$ cat config.mk
export PLATFORM = sky130hd
export DESIGN_NAME = prio_enc_scan
export DESIGN_NICKNAME = d
export VERILOG_FILES = /design/src/rtl/prio_enc_scan_pkg.sv /design/src/rtl/prio_enc_scan_hex7seg.sv /design/src/rtl/prio_enc_scan.sv
export SDC_FILE = /design/constraint.sdc
export NUM_CORES = 1
export LEC_CHECK = 0
export CAP_MARGIN = 10
export CELL_PAD_IN_SITES_DETAIL_PLACEMENT = 0
export CELL_PAD_IN_SITES_GLOBAL_PLACEMENT = 1
export CORE_MARGIN = 2
export CORE_UTILIZATION = 45
export CTS_CLUSTER_SIZE = 25
export DETAILED_ROUTE_END_ITERATION = 10
export GPL_ROUTABILITY_DRIVEN = 0
export PLACE_DENSITY_LB_ADDON = 0.05
export REMOVE_ABC_BUFFERS = 1
export SYNTH_ARGS = -nofsm -noshare
export SYNTH_HDL_FRONTEND = slang
export SYNTH_SLANG_ARGS = --single-unit
$ cat constraint.sdc
create_clock -name clk -period 4.2 [get_ports clk]
set_clock_uncertainty 0.05 [all_clocks]
set_input_delay 0.42 -clock clk [delete_from_list [all_inputs] [get_ports clk]]
set_output_delay 0.42 -clock clk [all_outputs]
set_load 0.02 [all_outputs]
$ cat src/rtl/prio_enc_scan_pkg.sv
// prio_enc_scan_pkg: shared glyph table and display helpers for the priority encoder scanner
package prio_enc_scan_pkg;

    localparam int SEG_W = 7;

    // Hex glyphs, segment order gfedcba, active-high
    localparam logic [SEG_W-1:0] SEG_TABLE [16] = '{
        7'h3F, 7'h06, 7'h5B, 7'h4F,
        7'h66, 7'h6D, 7'h7D, 7'h07,
        7'h7F, 7'h6F, 7'h77, 7'h7C,
        7'h39, 7'h5E, 7'h79, 7'h71
    };

    // Alternate the one-hot digit enable between low and high digit
    function automatic logic [1:0] swap_digit(input logic [1:0] d);
        return {d[0], d[1]};
    endfunction

endpackage

$ cat src/rtl/prio_enc_scan_hex7seg.sv
// hex7seg: combinational 4-bit to 7-segment decode
module hex7seg
    import prio_enc_scan_pkg::*;
(
    input  logic [3:0]       hex,
    output logic [SEG_W-1:0] seg
);

    assign seg = SEG_TABLE[hex];

endmodule

$ cat src/rtl/prio_enc_scan.sv
// prio_enc_scan: fixed/round-robin priority encoder with multiplexed hex display of the grant
module prio_enc_scan
    import prio_enc_scan_pkg::*;
#(
    parameter int WIDTH    = 16,
    parameter int SCAN_DIV = 1000
) (
    input  logic             clk,
    input  logic             rst_n,
    input  logic [WIDTH-1:0] data,
    input  logic             mode,
    input  logic             ack,
    input  logic             hold,
    output logic             valid,
    output logic [5:0]       index,
    output logic             none,
    output logic [SEG_W-1:0] segments,
    output logic [1:0]       digit_en
);

    localparam int PW = $clog2(WIDTH);
    localparam int CW = $clog2(SCAN_DIV);
    localparam logic [PW-1:0] PTR_MAX = PW'(WIDTH - 1);
    localparam logic [CW-1:0] CNT_MAX = CW'(SCAN_DIV - 1);

    logic [WIDTH-1:0] data_q;
    logic [PW-1:0]    ptr;
    logic [CW-1:0]    cnt;
    logic [PW-1:0]    start;
    logic             enc_valid;
    logic             lo_hit;
    logic [5:0]       lo_idx;
    logic [5:0]       hi_idx;
    logic [5:0]       enc_idx;
    logic [5:0]       idx_nxt;
    logic             none_nxt;
    logic             wrap;
    logic [1:0]       de_nxt;
    logic [3:0]       nib;
    logic [SEG_W-1:0] glyph;

    // Descending search from start with wrap: the highest set bit at or below start wins,
    // otherwise the highest set bit above start (the first one reached after wrapping)
    always_comb begin
        start     = mode ? ptr : PTR_MAX;
        enc_valid = |data_q;
        lo_hit    = 1'b0;
        lo_idx    = '0;
        hi_idx    = '0;
        for (int i = 0; i < WIDTH; i++) begin
            if (data_q[i]) begin
                if (i <= int'(start)) begin
                    lo_hit = 1'b1;
                    lo_idx = 6'(i);
                end else begin
                    hi_idx = 6'(i);
                end
            end
        end
        enc_idx = lo_hit ? lo_idx : hi_idx;
    end

    // Values the grant outputs and digit enable take at the next edge, so the
    // registered segments always match the index and digit currently shown
    always_comb begin
        idx_nxt  = hold ? index : enc_idx;
        none_nxt = hold ? none : ~enc_valid;
        wrap     = cnt == CNT_MAX;
        de_nxt   = wrap ? swap_digit(digit_en) : digit_en;
        nib      = de_nxt[1] ? {2'b00, idx_nxt[5:4]} : idx_nxt[3:0];
    end

    hex7seg u_hex7seg (
        .hex (nib),
        .seg (glyph)
    );

    // Input sample, grant registers and round-robin pointer
    always_ff @(posedge clk) begin
        if (!rst_n) begin
            data_q <= '0;
            valid  <= 1'b0;
            index  <= '0;
            none   <= 1'b1;
            ptr    <= PTR_MAX;
        end else begin
            data_q <= data;
            if (!hold) begin
                valid <= enc_valid;
                index <= enc_idx;
                none  <= ~enc_valid;
                if (!mode)
                    ptr <= PTR_MAX;
                else if (ack && valid)
                    ptr <= (index == 6'd0) ? PTR_MAX : PW'(index - 6'd1);
            end
        end
    end

    // Digit scan counter and registered segment drive
    always_ff @(posedge clk) begin
        if (!rst_n) begin
            cnt      <= '0;
            digit_en <= 2'b01;
            segments <= '0;
        end else begin
            cnt      <= wrap ? '0 : cnt + 1'b1;
            digit_en <= de_nxt;
            segments <= none_nxt ? '0 : glyph;
        end
    end

endmodule
* Word-level counts from Yosys, hierarchy flattened
Memory sizes are Yosys's and may differ from the RTL's. A register that Yosys moved wholly into a read port is not among the register bits.
Index checks and enable logic that the tools add are counted.
** Storage, ports and cells
- Memories :: 1
- Memory bits (read-only) :: 112
- Input port bits :: 21
- Register bits :: 40
- Logic and storage cells :: 138
** Memories
- (name not given) :: depth 16, bits a word 7, read ports 1, clocked after Yosys merged registers in 1, write ports 0, RTL line prio_enc_scan_hex7seg.sv:9 : assign seg = SEG_TABLE[hex];
** Operators by class
- Reduce and logical (&&, ||, !) cells :: 6
- Bitwise logic cells :: 4
- Equality and inequality tests :: 2
- $lt $le $gt $ge :: 15
- Mux-type cells :: 100
- Add/subtract/negate cells :: 2
** Operators with widths (count)
- $mux W6 :: 58
- $mux W1 :: 36
- $le A4 B4 Y1 const A :: 8
- $mux W4 :: 5
- $le A3 B4 Y1 const A :: 4
- $reduce_or A16 Y1 :: 1
- $add A10 B1 Y10 const B :: 1
- $eq A10 B10 Y1 const B :: 1
- $le A2 B4 Y1 const A :: 2
- $logic_not A6 Y1 :: 1
- $not A4 Y5 :: 1
- $le A1 B4 Y1 const A :: 1
- $reduce_or A2 Y1 :: 2
- $sub A4 B1 Y4 const B :: 1
- $not A1 Y1 :: 3
- $mux W2 :: 1
- $ne A2 B1 Y1 const B :: 1
- $reduce_and A2 Y1 :: 1
- $logic_and A1 B1 Y1 :: 1

* Depth between registers and ports, before layout
Gate-level depths: netlist of run 1.
- Word-level depth :: 36
- Gate-level depth with buffers :: 14
- Mapped depth without buffers :: 12

* Modules after synthesis
From an unflattened synthesis of run 1, not the netlist that was laid out.
** Unflattened totals
- Cells, all modules :: 344
- Area, all modules :: 2895.3 µm²
** Modules (own cells, without submodules)
- prio_enc_scan :: instances 1, seq. area each 940.9 µm², cells an instance 311, area each 2607.5 µm²
- hex7seg :: instances 1, seq. area each 0.0 µm², cells an instance 33, area each 287.8 µm²

* Worst setup path before layout of run 1
OpenSTA, ideal clock, no wires.
- Path kind :: reg-to-reg
- Start point :: register ptr[1]
- End point :: register segments[6]
- Path slack :: 1304 ps
- Stages on the path, launching flop included :: 13
- Data arrival time :: 2766 ps
- Setup time :: 79 ps
- Path through :: dfxtp_1 -> buf_2 -> or4b_1 -> nand3_1 -> and3_1 -> nand4_1 -> and3_1 -> o32ai_2 -> inv_1 -> ha_1 -> a22oi_1 -> nor3_1 -> a211oi_2
** On the way
- Word-level cells in the longest chain between the ends :: 36
- Elaborated cells between the ends (all ways) :: 110
** Ends and longest elaborated chain
- from (decl) :: RTL line prio_enc_scan.sv:27 : logic [PW-1:0] ptr;
- from (signal assigned) :: RTL line prio_enc_scan.sv:95 : ptr <= (index == 6'd0) ? PTR_MAX : PW'(index - 6'd1);
- $mux W4 * :: RTL line prio_enc_scan.sv:45 : start = mode ? ptr : PTR_MAX;
- $le A1 B4 Y1 :: RTL line prio_enc_scan.sv:52 : if (i <= int'(start)) begin
- $mux W1 :: RTL line prio_enc_scan.sv:52
- $mux W1 :: RTL line prio_enc_scan.sv:51 : if (data_q[i]) begin
- $mux W6 / $mux W1 (equally long branches) :: RTL line prio_enc_scan.sv:52
- $mux W6 / $mux W1 (equally long branches) :: RTL line prio_enc_scan.sv:51
- $mux W6 / $mux W1 (equally long branches) :: RTL line prio_enc_scan.sv:52
- $mux W6 / $mux W1 (equally long branches) :: RTL line prio_enc_scan.sv:51
- [... 20 more ...]
- $mux W6 / $mux W1 (equally long branches) :: RTL line prio_enc_scan.sv:52
- $mux W6 / $mux W1 (equally long branches) :: RTL line prio_enc_scan.sv:51
- $mux W6 / $mux W1 (equally long branches) :: RTL line prio_enc_scan.sv:52
- $mux W6 / $mux W1 (equally long branches) :: RTL line prio_enc_scan.sv:51
- $mux W6 * :: RTL line prio_enc_scan.sv:60 : enc_idx = lo_hit ? lo_idx : hi_idx;
- $mux W6 *
- $mux W4 * :: RTL line prio_enc_scan.sv:70 : nib = de_nxt[1] ? {2'b00, idx_nxt[5:4]} : idx_nxt[3:0];
- $not A4 Y5 (not written as such) * :: RTL line prio_enc_scan_hex7seg.sv:9
- to (decl) :: RTL line prio_enc_scan.sv:17 : output logic [SEG_W-1:0] segments,
Every way passes the cells marked *; elsewhere a longest branch is shown, timed or not.
A chain may end at the register's enable or synchronous reset.

* Final worst setup path of run 1
- Start point :: input mode
- End point :: register segments[6]
** On the way
- Word-level cells in the longest chain between the ends :: 36
- Elaborated cells between the ends (all ways) :: 110
** Ends and longest elaborated chain
- from (decl) :: RTL line prio_enc_scan.sv:11 : input logic mode,
- $mux W4 * :: RTL line prio_enc_scan.sv:45
- $le A1 B4 Y1 :: RTL line prio_enc_scan.sv:52
- $mux W1 :: RTL line prio_enc_scan.sv:52
- $mux W1 :: RTL line prio_enc_scan.sv:51
- $mux W6 / $mux W1 (equally long branches) :: RTL line prio_enc_scan.sv:52
- $mux W6 / $mux W1 (equally long branches) :: RTL line prio_enc_scan.sv:51
- $mux W6 / $mux W1 (equally long branches) :: RTL line prio_enc_scan.sv:52
- $mux W6 / $mux W1 (equally long branches) :: RTL line prio_enc_scan.sv:51
- [... 20 more ...]
- $mux W6 / $mux W1 (equally long branches) :: RTL line prio_enc_scan.sv:52
- $mux W6 / $mux W1 (equally long branches) :: RTL line prio_enc_scan.sv:51
- $mux W6 / $mux W1 (equally long branches) :: RTL line prio_enc_scan.sv:52
- $mux W6 / $mux W1 (equally long branches) :: RTL line prio_enc_scan.sv:51
- $mux W6 * :: RTL line prio_enc_scan.sv:60
- $mux W6 *
- $mux W4 * :: RTL line prio_enc_scan.sv:70
- $not A4 Y5 (not written as such) * :: RTL line prio_enc_scan_hex7seg.sv:9
Marks and branches as above.

==> impl_metrics.env, run 1 <==
export IMPL_status="finished, final reports clean"
export IMPL_topRoutingLayerUsed="met4"
export IMPL_cts_num_sinks=47
export IMPL_finalCritPeriodShare=0.877
export IMPL_r2r_end="segments[6]"
export IMPL_n_fill_cell=585
export IMPL_wl_met2_microns=3130
export IMPL_cp_start_kind="input pin"
export IMPL_pre_cts_ws_ps=233
export IMPL_met3_length_microns=462
export IMPL_synth_edf_count=0
export IMPL_crit_arrival_ps=3860
export IMPL_path_buf_inv=2
export IMPL_grt_pass1_wl_microns=12200
export IMPL_p_switching_mw=0.332
export IMPL_worstHoldPathCells=1
export IMPL_drive_gt1_frac=0.0882
export IMPL_dp_cells=444
export IMPL_hold_path_class="flop to flop"
export IMPL_drt_iter0_markers=255
export IMPL_synth_seq_area_share=0.327
export IMPL_nets=404
export IMPL_grt_pass1_vias=2472
export IMPL_power_frac_clock=0.277
export IMPL_core_rowCount=29
export IMPL_antenna_cells=0
export IMPL_min_period_ps=3680
export IMPL_p_sw_frac=0.314
export IMPL_cts_reportedPaths_clkPinSlew_ps=90
export IMPL_dp_hpwl_microns=5380
export IMPL_p_seq_frac=0.476
export IMPL_antenna_found_initial=0
export IMPL_grt_setup_unrepaired="false"
export IMPL_finalMaxSlewViolations=0
export IMPL_vias=2618
export IMPL_drc=0
export IMPL_r2r_cells=11
export IMPL_max_clock_freq_mhz=271
export IMPL_critical_path_max_stage_delay_ps=710
export IMPL_min_from="cnt[0]"
export IMPL_holdBufCountCts=0
export IMPL_ys_warn_count=0
export IMPL_initial_core_util=0.458
export IMPL_p_comb_frac=0.248
export IMPL_worstPathRequired_ps=4380
export IMPL_wl_microns=7200
export IMPL_routedWlPerCell_microns=16.0
export IMPL_port_buffer_count=37
export IMPL_die_area_sq_um=7050
export IMPL_cts_made_buffers=5
export IMPL_fin_cells=451
export IMPL_grt_ovfl_total=0
export IMPL_post_synth_top_count_cell="dfxtp_1"
export IMPL_area_growth_pct=17.6
export IMPL_cts_resized=0
export IMPL_relSlewSlack=0.475
export IMPL_viasPerCell=5.80
export IMPL_hold_viol=0
export IMPL_wl_met1_microns=3480
export IMPL_slowest_stage="clkdlybuf4s50_1"
export IMPL_hold_ws_ps=404
export IMPL_path_cells="clkdlybuf4s50_1 > and2b_1 > nor3_1 > a221oi_4 > nand4_1 > and3_1 > o32ai_2 > inv_1 > ha_1 > a22oi_1 > nor3_1 > a211oi_2"
export IMPL_ir_drop_mv=0.188
export IMPL_yosysTopAreaCellShare=0.327
export IMPL_maxCapViolCount=0
export IMPL_clkLatencyLatePin_ps=300
export IMPL_drt_pass1_iter_count=5
export IMPL_r2r_slack_ps=730
export IMPL_root_buffer="clkbuf_8"
export IMPL_crit_top_cell="nor3_1"
export IMPL_detail_route_antenna_nets=0
export IMPL_cts_buffer_depth=2
export IMPL_cts_tree="done"
export IMPL_min_to="cnt[0]"
export IMPL_avgSynthCellArea_sq_um=8.44
export IMPL_synth_area_leaders="dfxtp_1 (33%), and2_1 (4.6%), nor2_1 (4.3%), ha_1 (3.9%), nand3_1 (3.1%)"
export IMPL_grt_total_usage=0.215
export IMPL_r2r_start="ptr[2]"
export IMPL_grt_max_degree=28
export IMPL_tightest_slew_ps=786
export IMPL_ys_top_cells_by_count="dfxtp_1 (47), nor2_1 (33), nand2_1 (22), and2_1 (21)"
export IMPL_synth_cell_type_count=76
export IMPL_fin_ws_ps=516
export IMPL_die_width_microns=84.0
export IMPL_critPathTopFamily="compound AO/OA/AOI/OAI gates"
export IMPL_pin_count=38
export IMPL_setup_viol=0
export IMPL_crit_fanout=12
export IMPL_p_leak_nw=1.34
export IMPL_die_h_microns=84.0
export IMPL_powerDensity_nw_per_um2=312
export IMPL_path_class="input pin to flop"
export IMPL_end_kind="flop"
export IMPL_tns_ps=0
export IMPL_p_int_mw=0.725
export IMPL_syn_inst=341
export IMPL_cts_htree_levels=2
export IMPL_synth_seq_cells=47
export IMPL_syn_area_sq_um=2880
export IMPL_synth_main_ff_cell="dfxtp_1"
export IMPL_async_flop_share=0
export IMPL_synth_area_leader_cell="dfxtp_1"
export IMPL_postCtsSetupBuffers=0
export IMPL_core_area_sq_um=6280
-- state kept, by name (all words and copies together), names as in the netlist --
| register | cells |
|---|---|
| valid | 1 |
| digit_en | 2 |
| ptr | 4 |
| none | 1 |
| data_q | 16 |
| index | 6 |
| cnt | 10 |
| segments | 7 |
-- final cells by class --
class / instances / area [sq um] / share of cell area
inverter: 19 / 71.3 / 0.0211
timing repair buffer: 43 / 415 / 0.123
clock buffer: 6 / 82.6 / 0.0244
clock inverter: 1 / 8.76 / 0.00259
sequential: 47 / 941 / 0.278
tap: 77 / 96.3 / 0.0285
multi-input combinational: 258 / 1770 / 0.522
-- cell families after synthesis --
family | share of synthesized area
XOR/XNOR | 0.0304
AND/OR/NAND/NOR | 0.285
adder cells (fa/ha/maj) | 0.0391
AO/OA/AOI/OAI | 0.245
buffers and inverters | 0.0587
multiplexers | 0.0144
flip-flops | 0.327
-- power groups by stage --
stage	logic [mW]	clock network, mW	registers, mW
floorplan	0.153	0	0.521
global placement	0.259	0	0.514
detailed placement	0.260	0	0.512
CTS	0.261	0.300	0.502
global route	0.287	0.319	0.506
finish	0.262	0.292	0.503
-- per-layer routing --
metal / vias up / global-route usage
met5: - / 0
met4: 0 / 0.0543
met3: 13 / 0.0564
met2: 87 / 0.324
met1: 1213 / 0.306
li1: 1305 / -
-- cells in the final DEF (no fill, tap or decap), types with 4 or more instances in the layout --
cell type,instances
a211oi_1,6
a21o_1,4
a21oi_1,13
a31oi_1,7
and2_1,21
and3_1,4
buf_4,6
clkbuf_8,6
clkdlybuf4s50_1,37
dfxtp_1,47
ha_1,9
inv_1,18
nand2_1,22
nand2b_1,5
nand3_1,18
nand4_1,4
nor2_1,33
nor3_1,13
nor4_1,4
o211a_1,4
o211ai_1,4
o21ai_0,10
xnor2_1,6
xor2_1,4
-- through the flow --
| stage | power (mW) | area (sq um) | util |
|---|---|---|---|
| 2_1_floorplan | 0.673 | 2780 | - |
| 4_1_cts | 1.06 | 3380 | 0.539 |
| 3_5_place_dp | 0.772 | 3290 | 0.524 |
| 6_report | 1.06 | 3380 | 0.539 |
| 3_3_place_gp | 0.773 | 3290 | 0.524 |
| 5_1_grt | 1.11 | 3380 | 0.539 |
-- how the worst max path moves through the flow --
| stage | to | from | cells after the start | slack [ps] |
|---|---|---|---|---|
| 2_1_floorplan | segments[6] | ptr[1] | 11 | 1270 |
| 3_3_place_gp | segments[6] | mode | 12 | 340 |
| 3_5_place_dp | segments[6] | mode | 12 | 230 |
| 4_1_cts | segments[6] | mode | 12 | 550 |
| 5_1_grt | segments[6] | mode | 12 | 250 |
| 6_report | segments[6] | mode | 12 | 520 |
(Power assumes the default switching activity.)
==> run 2, diff against run 1 <==
RECOVER_POWER = 25   (was not set)
==> run 2 against run 1 <==
Effect of this change: combinational power is essentially flat; wire length grew 0.22%; highest routed layer unchanged; critical path type unchanged; global-route usage is the same; count of clock-buffer cells in the layout is the same; largest power group unchanged.
==> impl_metrics.env, run 2 (synthesized netlist as in run 1, its figures left out) <==
export IMPL_p_comb_frac=0.247
export IMPL_power_frac_clock=0.276
export IMPL_status="finished, final reports clean"
export IMPL_multi_input_area_sq_um=1770
export IMPL_dp_hpwl_microns=5380
export IMPL_die_area_sq_um=7050
export IMPL_regMostFlops="data_q"
export IMPL_drt_pass1_iter_count=5
export IMPL_critical_path_max_stage_delay_ps=700
export IMPL_root_buffer="clkbuf_8"
export IMPL_grt_max_degree=28
export IMPL_detail_route_antenna_nets=0
export IMPL_core_rowCount=29
export IMPL_largest_reg_flops=16
export IMPL_n_fill_cell=585
export IMPL_viasPerCell=5.77
export IMPL_cts_resized=0
export IMPL_cp_start_kind="input pin"
export IMPL_final_area_sq_um=3380
export IMPL_p_sw_frac=0.313
export IMPL_max_clock_freq_mhz=271
export IMPL_powerDensity_nw_per_um2=312
export IMPL_utilization=0.538
export IMPL_p_switching_mw=0.330
export IMPL_finalCritPeriodShare=0.878
export IMPL_mostFrequentLayoutCells="dfxtp_1 (47), clkdlybuf4s50_1 (36), nor2_1 (33)"
export IMPL_postCtsSetupBuffers=0
export IMPL_grt_pass1_wl_microns=12200
export IMPL_hold_ws_ps=404
export IMPL_initial_core_util=0.458
export IMPL_port_buffer_count=37
export IMPL_crit_top_cell="nor3_1"
export IMPL_maxCapViolCount=0
export IMPL_tightest_slew_ps=1070
export IMPL_total_power_mw=1.05
export IMPL_die_width_microns=84.0
export IMPL_crit_arrival_ps=3870
export IMPL_antenna_found_initial=0
export IMPL_pin_count=38
export IMPL_setup_viol=0
export IMPL_antenna_cells=0
export IMPL_path_class="input pin to flop"
export IMPL_crit_fanout=12
export IMPL_area_growth_pct=17.4
export IMPL_routedWlPerCell_microns=16.0
export IMPL_cts_buffer_depth=2
export IMPL_cts_tree="done"
export IMPL_cts_htree_levels=2
export IMPL_p_int_mw=0.724
export IMPL_path_cells="clkdlybuf4s50_1 > and2b_1 > nor3_1 > a221oi_4 > nand4_1 > and3_1 > o32ai_2 > inv_1 > ha_1 > a22oi_1 > nor3_1 > a211oi_2"
export IMPL_cts_reportedPaths_clkPinSlew_ps=90
export IMPL_nets=404
export IMPL_dp_cells=444
export IMPL_path_buf_inv=2
export IMPL_fin_cells=451
export IMPL_tns_ps=0
export IMPL_cts_made_buffers=5
export IMPL_grt_ovfl_total=0
export IMPL_pre_cts_ws_ps=233
export IMPL_p_seq_frac=0.477
export IMPL_top_regs="data_q (16), cnt (10), segments (7)"
export IMPL_hold_viol=0
export IMPL_hold_path_class="flop to flop"
export IMPL_dpl_instance_area_sq_um=3290
export IMPL_min_period_ps=3690
export IMPL_drc=0
export IMPL_core_area_sq_um=6280
export IMPL_drt_iter0_markers=302
export IMPL_slowest_stage="clkdlybuf4s50_1"
export IMPL_cts_num_sinks=47
export IMPL_relSlewSlack=0.284
export IMPL_finalMaxSlewViolations=0
export IMPL_holdBufCountCts=0
export IMPL_fin_ws_ps=512
export IMPL_clkLatencyLatePin_ps=300
export IMPL_vias=2604
export IMPL_p_leak_nw=1.33
export IMPL_end_kind="flop"
export IMPL_ir_drop_mv=0.188
export IMPL_worstPathRequired_ps=4380
export IMPL_die_h_microns=84.0
export IMPL_grt_setup_unrepaired="false"
export IMPL_final_common_cell="dfxtp_1"
export IMPL_grt_total_usage=0.215
export IMPL_wl_microns=7220
export IMPL_critPathTopFamily="compound AO/OA/AOI/OAI gates"
export IMPL_seqCellArea_sq_um=941
export IMPL_grt_pass1_vias=2472
export IMPL_drive_gt1_frac=0.0856
## run 2: cell types whose count changed in the layout (fill, tap and decap cells not counted)
cell             delta
clkdlybuf4s50_1     -1
and2_1              -4
and2_0              +4
buf_4               -1
dlygate4sd3_1       +1
clkbuf_1            +1
## run 2: power by group through the flow
stage	combinational (mW)	sequential [mW]	clock, mW
CTS	0.261	0.502	0.300
detailed placement	0.260	0.512	0
floorplan	0.153	0.521	0
finish	0.261	0.502	0.291
global placement	0.259	0.514	0
global route	0.287	0.506	0.319
## run 2: final timing paths
check,endpoint,slack (ps),from,cells past startpoint
min,cnt[0],400,cnt[0],1
max,segments[6],510,mode,12
min reg2reg,cnt[0],400,cnt[0],1
max reg2reg,segments[6],730,ptr[2],11
## run 2: area by class of cell
class / instances / area share
tap: 77 / 0.0285
clock buffer: 6 / 0.0244
clock inverter: 1 / 0.00259
sequential: 47 / 0.279
inverter: 19 / 0.0211
multi-input combinational: 258 / 0.523
timing repair buffer: 43 / 0.122
## run 2: layer usage
metal / global-route usage / up-vias / part of all wire
met3: 0.0564 / 13 / 0.075
li1: - / 1305 / -
met2: 0.324 / 87 / 0.43
met1: 0.306 / 1199 / 0.48
met4: 0.0543 / 0 / 0.016
met5: 0 / - / 0
